### config.mk
export PLATFORM = sky130hd
export DESIGN_NAME = mod_acc64_flat
export DESIGN_NICKNAME = d
export VERILOG_FILES = /design/src/rtl/mod_acc64_if.sv /design/src/rtl/mod_acc64.sv /design/src/flat_wrapper.sv
export SDC_FILE = /design/constraint.sdc
export NUM_CORES = 1
export LEC_CHECK = 0
export BUFFER_PORTS_ARGS = -buffer_cell sky130_fd_sc_hd__buf_2
export CORE_MARGIN = 2
export CORE_UTILIZATION = 40
export DETAILED_ROUTE_END_ITERATION = 16
export GPL_TIMING_DRIVEN = 0
export SLEW_MARGIN = 10
export SYNTH_ARGS = -nofsm -noshare
export SYNTH_HDL_FRONTEND = slang
export SYNTH_SLANG_ARGS = --single-unit
### constraint.sdc
create_clock -name clk -period 7.76 [get_ports clk]
set_input_delay 0.776 -clock clk [delete_from_list [all_inputs] [get_ports clk]]
set_output_delay 0.776 -clock clk [all_outputs]
set_load 0.01 [all_outputs]
### src/rtl/mod_acc64_if.sv
// Stream bundle for mod_acc64: residue input side, reduced-sum output side and
// the sticky overflow flag. The slave modport is the accumulator's view.
interface mod_acc64_if #(
  parameter int unsigned P_WIDTH   = 64,
  parameter int unsigned CNT_WIDTH = 5
);
  logic [P_WIDTH-1:0]   N_in;
  logic [P_WIDTH-1:0]   din;
  logic                 din_valid;
  logic                 din_last;
  logic                 din_ready;
  logic [P_WIDTH-1:0]   dout;
  logic [CNT_WIDTH-1:0] dout_cnt;
  logic                 dout_valid;
  logic                 dout_ready;
  logic                 ovf_err;

  modport master (
    output N_in, din, din_valid, din_last, dout_ready,
    input  din_ready, dout, dout_cnt, dout_valid, ovf_err
  );

  modport slave (
    input  N_in, din, din_valid, din_last, dout_ready,
    output din_ready, dout, dout_cnt, dout_valid, ovf_err
  );
endinterface

### src/rtl/mod_acc64.sv
// Streaming modular accumulator: sums frames of residues mod N_in and queues
// one {sum, beat count} per frame in a small output FIFO.
module mod_acc64 #(
  parameter int unsigned P_WIDTH    = 64,
  parameter int unsigned MAX_LEN    = 16,
  parameter int unsigned CNT_WIDTH  = 5,
  parameter int unsigned FIFO_DEPTH = 2
) (
  input logic         clk,
  input logic         rst_n,
  mod_acc64_if.slave  bus
);

  localparam int unsigned PTR_W = (FIFO_DEPTH > 1) ? $clog2(FIFO_DEPTH) : 1;
  localparam int unsigned OCC_W = $clog2(FIFO_DEPTH + 1);
  localparam logic [CNT_WIDTH-1:0] LAST_CNT = CNT_WIDTH'(MAX_LEN - 1);
  localparam logic [OCC_W-1:0]     FULL_OCC = OCC_W'(FIFO_DEPTH);

  logic [P_WIDTH-1:0]   acc;
  logic [CNT_WIDTH-1:0] cnt;
  logic                 ovf;
  logic [P_WIDTH-1:0]   mem_sum [FIFO_DEPTH];
  logic [CNT_WIDTH-1:0] mem_cnt [FIFO_DEPTH];
  logic [PTR_W-1:0]     wr_ptr, rd_ptr;
  logic [OCC_W-1:0]     occ;

  logic [P_WIDTH:0]     sum_ext, red_ext;
  logic [P_WIDTH-1:0]   madd, sum;
  logic                 ready, accept, close, push, pop;

  function automatic logic [PTR_W-1:0] ptr_inc(input logic [PTR_W-1:0] p);
    return (p == PTR_W'(FIFO_DEPTH - 1)) ? '0 : p + 1'b1;
  endfunction

  // Both operands are below N_in, so a single conditional subtract reduces.
  always_comb begin
    sum_ext = {1'b0, acc} + {1'b0, bus.din};
    red_ext = sum_ext - {1'b0, bus.N_in};
    madd    = (sum_ext >= {1'b0, bus.N_in}) ? red_ext[P_WIDTH-1:0]
                                            : sum_ext[P_WIDTH-1:0];
    sum     = (cnt == '0) ? bus.din : madd;
    ready   = (occ < FULL_OCC);
    accept  = bus.din_valid & ready;
    close   = bus.din_last | (cnt == LAST_CNT);
    push    = accept & close;
    pop     = (occ != '0) & bus.dout_ready;
  end

  always_ff @(posedge clk or negedge rst_n) begin
    if (!rst_n) begin
      acc <= '0;
      cnt <= '0;
      ovf <= 1'b0;
    end else if (accept) begin
      if (close) begin
        acc <= '0;
        cnt <= '0;
        if (!bus.din_last) ovf <= 1'b1;
      end else begin
        acc <= sum;
        cnt <= cnt + 1'b1;
      end
    end
  end

  always_ff @(posedge clk or negedge rst_n) begin
    if (!rst_n) begin
      for (int unsigned i = 0; i < FIFO_DEPTH; i++) begin
        mem_sum[i] <= '0;
        mem_cnt[i] <= '0;
      end
      wr_ptr <= '0;
      rd_ptr <= '0;
      occ    <= '0;
    end else begin
      if (push) begin
        mem_sum[wr_ptr] <= sum;
        mem_cnt[wr_ptr] <= cnt + 1'b1;
        wr_ptr          <= ptr_inc(wr_ptr);
      end
      if (pop) rd_ptr <= ptr_inc(rd_ptr);
      case ({push, pop})
        2'b10:   occ <= occ + 1'b1;
        2'b01:   occ <= occ - 1'b1;
        default: occ <= occ;
      endcase
    end
  end

  assign bus.din_ready  = ready;
  assign bus.dout       = mem_sum[rd_ptr];
  assign bus.dout_cnt   = mem_cnt[rd_ptr];
  assign bus.dout_valid = (occ != '0);
  assign bus.ovf_err    = ovf;

endmodule
### src/flat_wrapper.sv
// flat-port wrapper written by rule: the top's interface ports become plain ports
module mod_acc64_flat 
#(
  parameter int unsigned P_WIDTH    = 64,
  parameter int unsigned MAX_LEN    = 16,
  parameter int unsigned CNT_WIDTH  = 5,
  parameter int unsigned FIFO_DEPTH = 2
)
  (clk, rst_n, bus_N_in, bus_din, bus_din_valid, bus_din_last, bus_dout_ready, bus_din_ready, bus_dout, bus_dout_cnt, bus_dout_valid, bus_ovf_err);
  mod_acc64_if #(.P_WIDTH(P_WIDTH), .CNT_WIDTH(CNT_WIDTH)) bus_i ();
  input logic clk;
  input logic rst_n;
  input wire logic [$bits(bus_i.N_in)-1:0] bus_N_in;
  input wire logic [$bits(bus_i.din)-1:0] bus_din;
  input wire logic [$bits(bus_i.din_valid)-1:0] bus_din_valid;
  input wire logic [$bits(bus_i.din_last)-1:0] bus_din_last;
  input wire logic [$bits(bus_i.dout_ready)-1:0] bus_dout_ready;
  output wire logic [$bits(bus_i.din_ready)-1:0] bus_din_ready;
  output wire logic [$bits(bus_i.dout)-1:0] bus_dout;
  output wire logic [$bits(bus_i.dout_cnt)-1:0] bus_dout_cnt;
  output wire logic [$bits(bus_i.dout_valid)-1:0] bus_dout_valid;
  output wire logic [$bits(bus_i.ovf_err)-1:0] bus_ovf_err;
  assign bus_i.N_in = bus_N_in;
  assign bus_i.din = bus_din;
  assign bus_i.din_valid = bus_din_valid;
  assign bus_i.din_last = bus_din_last;
  assign bus_i.dout_ready = bus_dout_ready;
  assign bus_din_ready = bus_i.din_ready;
  assign bus_dout = bus_i.dout;
  assign bus_dout_cnt = bus_i.dout_cnt;
  assign bus_dout_valid = bus_i.dout_valid;
  assign bus_ovf_err = bus_i.ovf_err;
  mod_acc64 #(.P_WIDTH(P_WIDTH), .MAX_LEN(MAX_LEN), .CNT_WIDTH(CNT_WIDTH), .FIFO_DEPTH(FIFO_DEPTH)) u_core (.clk(clk), .rst_n(rst_n), .bus(bus_i));
endmodule
==> qor.txt <==
Synth top area share: 28.8%
largest area contributor in the netlist: dfrtp_1
critical path peak fanout: 10
unrepaired setup endpoints after global routing: false
max_cap viols: 0
Yosys warnings: 0
Post-synth EDFFs: 0
DPL Wire Length: 56,900 microns
Final Hold Vio Count: 0
Final GP Congestion: 0.980
commonest cells in the netlist: 239 x nand2_1, 212 x dfrtp_1, 171 x a21oi_1
Layout Nets: 2,623
f_max: 0.134 GHz
worst slew pin tran: 1.20 ns
Die W: 219 microns
CTS tree: yes
Worst-Skew Late Latency: 0.56 ns
clock slew at reported path FFs: 0.06 ns
gr usage total: 29.0%
Area Growth Syn to Fin: 16.0%
crit end category: flip-flop
Starting Density: 40.6%
met2 routed WL: 31,900 microns
GR Overflow Total: 0
Detail Route Antenna Nets: 0
Syn Inst Count: 2,120
layout filler cell count: 4,533
first-pass GRT wire length: 105,000 microns
vias in the first global route: 17.0k
top-count cell post-synth: nand2_1
Max Slew Vio Count: 0
Seq. cell area: 0.00531 sq mm
Post-Syn Nets: 2,387
DRT iter0 DRCs: 1,431
number of detailed-route iterations in the first pass: 5
# rows: 78
Non-Filler Instances: 2,974
Clock Sinks: 212
DR DRC count: 0
M1 wire length: 31,900 microns
Max H-tree Level: 1
Via density: 5.85
post-synthesis register bit count: 212
# diodes: 0
final worst slack: 0.284 ns
Max-slew headroom: 20.3%
mapped cell area: 0.0184 sq mm
clock buffer depth: 3
WL met3: 4090 microns
async set-reset flop share out of synthesis: 100%
Crit path arrival time: 7.98 ns
I/O pin count: 205
status: finished, final reports clean
largest net degree at the start of global routing: 111
TNS Setup: 0 ns
critical path data required time: 8.26 ns
Setup-failing EPs final: 0
Avg Cell Area, Syn: 8.68 sq um
Die H: 219 microns
clk_skew: 0.0125 ns
top_reg_cell synth: dfrtp_1
Hold Path Class: in -> async
Startpoint Class: flip-flop
Final Cycle Share: 96.3%
cts hold-fix bufs: 0
top cells by area, synth: dfrtp_1 29%, mux2_2 9.3%, ha_1 9.0%, nand2_1 4.9%, a21oi_1 4.6%
mean routed wirelength per cell: 23.7 microns
Final Routed Wirelength: 70,500 microns
layout cells sized above 1: 22.1%
PortBufs: 204
CTS Buf Count: 27
area used by multi-input combinational logic: 0.0123 sq mm
Place WS: -1.50 ns
initial antenna violation count: 0
Vias: 17.4k
post-synth cell types: 86
sequential cell area fraction in the yosys report: 28.8%
placed insts: 2,927
Crit Path Category: reg -> reg
Period minus WS final: 7.48 ns
Root Buffer: clkbuf_16
Top Metal Used: met4
DIE AREA: 0.0477 sq mm
core area: 0.0454 sq mm
## layout make-up
cell class | instances | area share (%)
flip-flops and latches | 212 | 24.9
clock inverters | 12 | 1.01
multi-input cells | 1689 | 57.7
well taps | 600 | 3.52
inverters | 103 | 1.81
repair buffers | 207 | 5.16
clock buffers | 35 | 3.40
plain buffers | 116 | 2.54
## critical path: stages (launching register included)
cell	delay [ns]
dfrtp_1	0.38
ha_1	0.37
a21oi_1	0.34
o21ai_0	0.21
a31oi_1	0.30
o21ai_0	0.24
a221oi_4	0.60
a2111oi_0	0.22
nor3b_1	0.45
o21ai_0	0.20
xor2_1	0.30
ha_1	0.29
clkbuf_1	0.21
nand4_1	0.21
nor2_1	0.11
nand4_1	0.14
nor3_2	0.08
a2111oi_0	0.53
o211ai_1	0.17
a31o_1	0.23
buf_6	0.16
nor2_2	0.36
clkbuf_2	0.46
nand2_1	0.13
a31oi_2	0.47
mux2_2	0.25
## sequential cells by signal (all words and copies together) (netlist names)
name / count
u_core.acc: 64
u_core.bus.ovf_err: 1
u_core.cnt: 5
u_core.mem_cnt: 10
u_core.mem_sum: 128
u_core.occ: 2
u_core.rd_ptr: 1
u_core.wr_ptr: 1
## metal layers
layer / vias to the layer above / global-route usage [%]
li1: 8183 / -
met1: 8582 / 40.4
met2: 543 / 46.3
met3: 98 / 3.12
met4: 0 / 10.6
met5: - / 0
## cells in the final DEF (no fill, tap or decap), types with 78 or more instances in the layout
| cell type | count |
|---|---|
| dfrtp_1 | 212 |
| o21ai_0 | 121 |
| a21oi_1 | 168 |
| mux2_2 | 152 |
| buf_2 | 228 |
| nand2_1 | 239 |
| clkbuf_1 | 78 |
| nor2_1 | 144 |
| inv_1 | 103 |
| ha_1 | 132 |
## metrics by stage
step           cell area [sq um]  util (%)  hold slack (ns)
6_report                   21300      47.0            0.232
3_3_place_gp               20200      44.5            0.457
3_5_place_dp               20300      44.6            0.461
4_1_cts                    21300      46.8            0.247
2_1_floorplan              18400         -            0.440
5_1_grt                    21300      47.0            0.277
## worst paths after layout
path | start | endpoint | slack [ns] | depth (start not counted)
max | u_core.acc[14] | u_core.mem_sum[46] | 0.28 | 25
min | rst_n | u_core.mem_sum[20] | 0.23 | 2
max reg2reg | u_core.acc[14] | u_core.mem_sum[46] | 0.28 | 25
min reg2reg | u_core.mem_sum[29] | u_core.mem_sum[29] | 0.47 | 2
max in group asynchronous | rst_n | u_core.occ[1] | 6.55 | 3
min in group clk | u_core.mem_sum[29] | u_core.mem_sum[29] | 0.47 | 2
## logic make-up (layout without fill, tap and decap cells)
| group | after synthesis | after routing | share of synthesized area [%] |
|---|---|---|---|
| AO/OA/AOI/OAI | 689 | 689 | 26.3 |
| AND/OR/NAND/NOR | 587 | 587 | 15.2 |
| buffers and inverters | 219 | 473 | 5.00 |
| flip-flops | 212 | 212 | 28.8 |
| multiplexers | 161 | 161 | 9.87 |
| adder cells (fa/ha/maj) | 134 | 134 | 9.19 |
| XOR/XNOR | 118 | 118 | 5.61 |
## repair_timing
action                                 CTS  global route
endpoints found under the hold margin    0             0
gates cloned                             0             0
gates resized for setup                 15            19
setup endpoints to repair              185           183
buffers inserted                         0             0
Power is not shown: default switching activity piles up to over one toggle a cycle in this logic, so the estimate is an artifact.
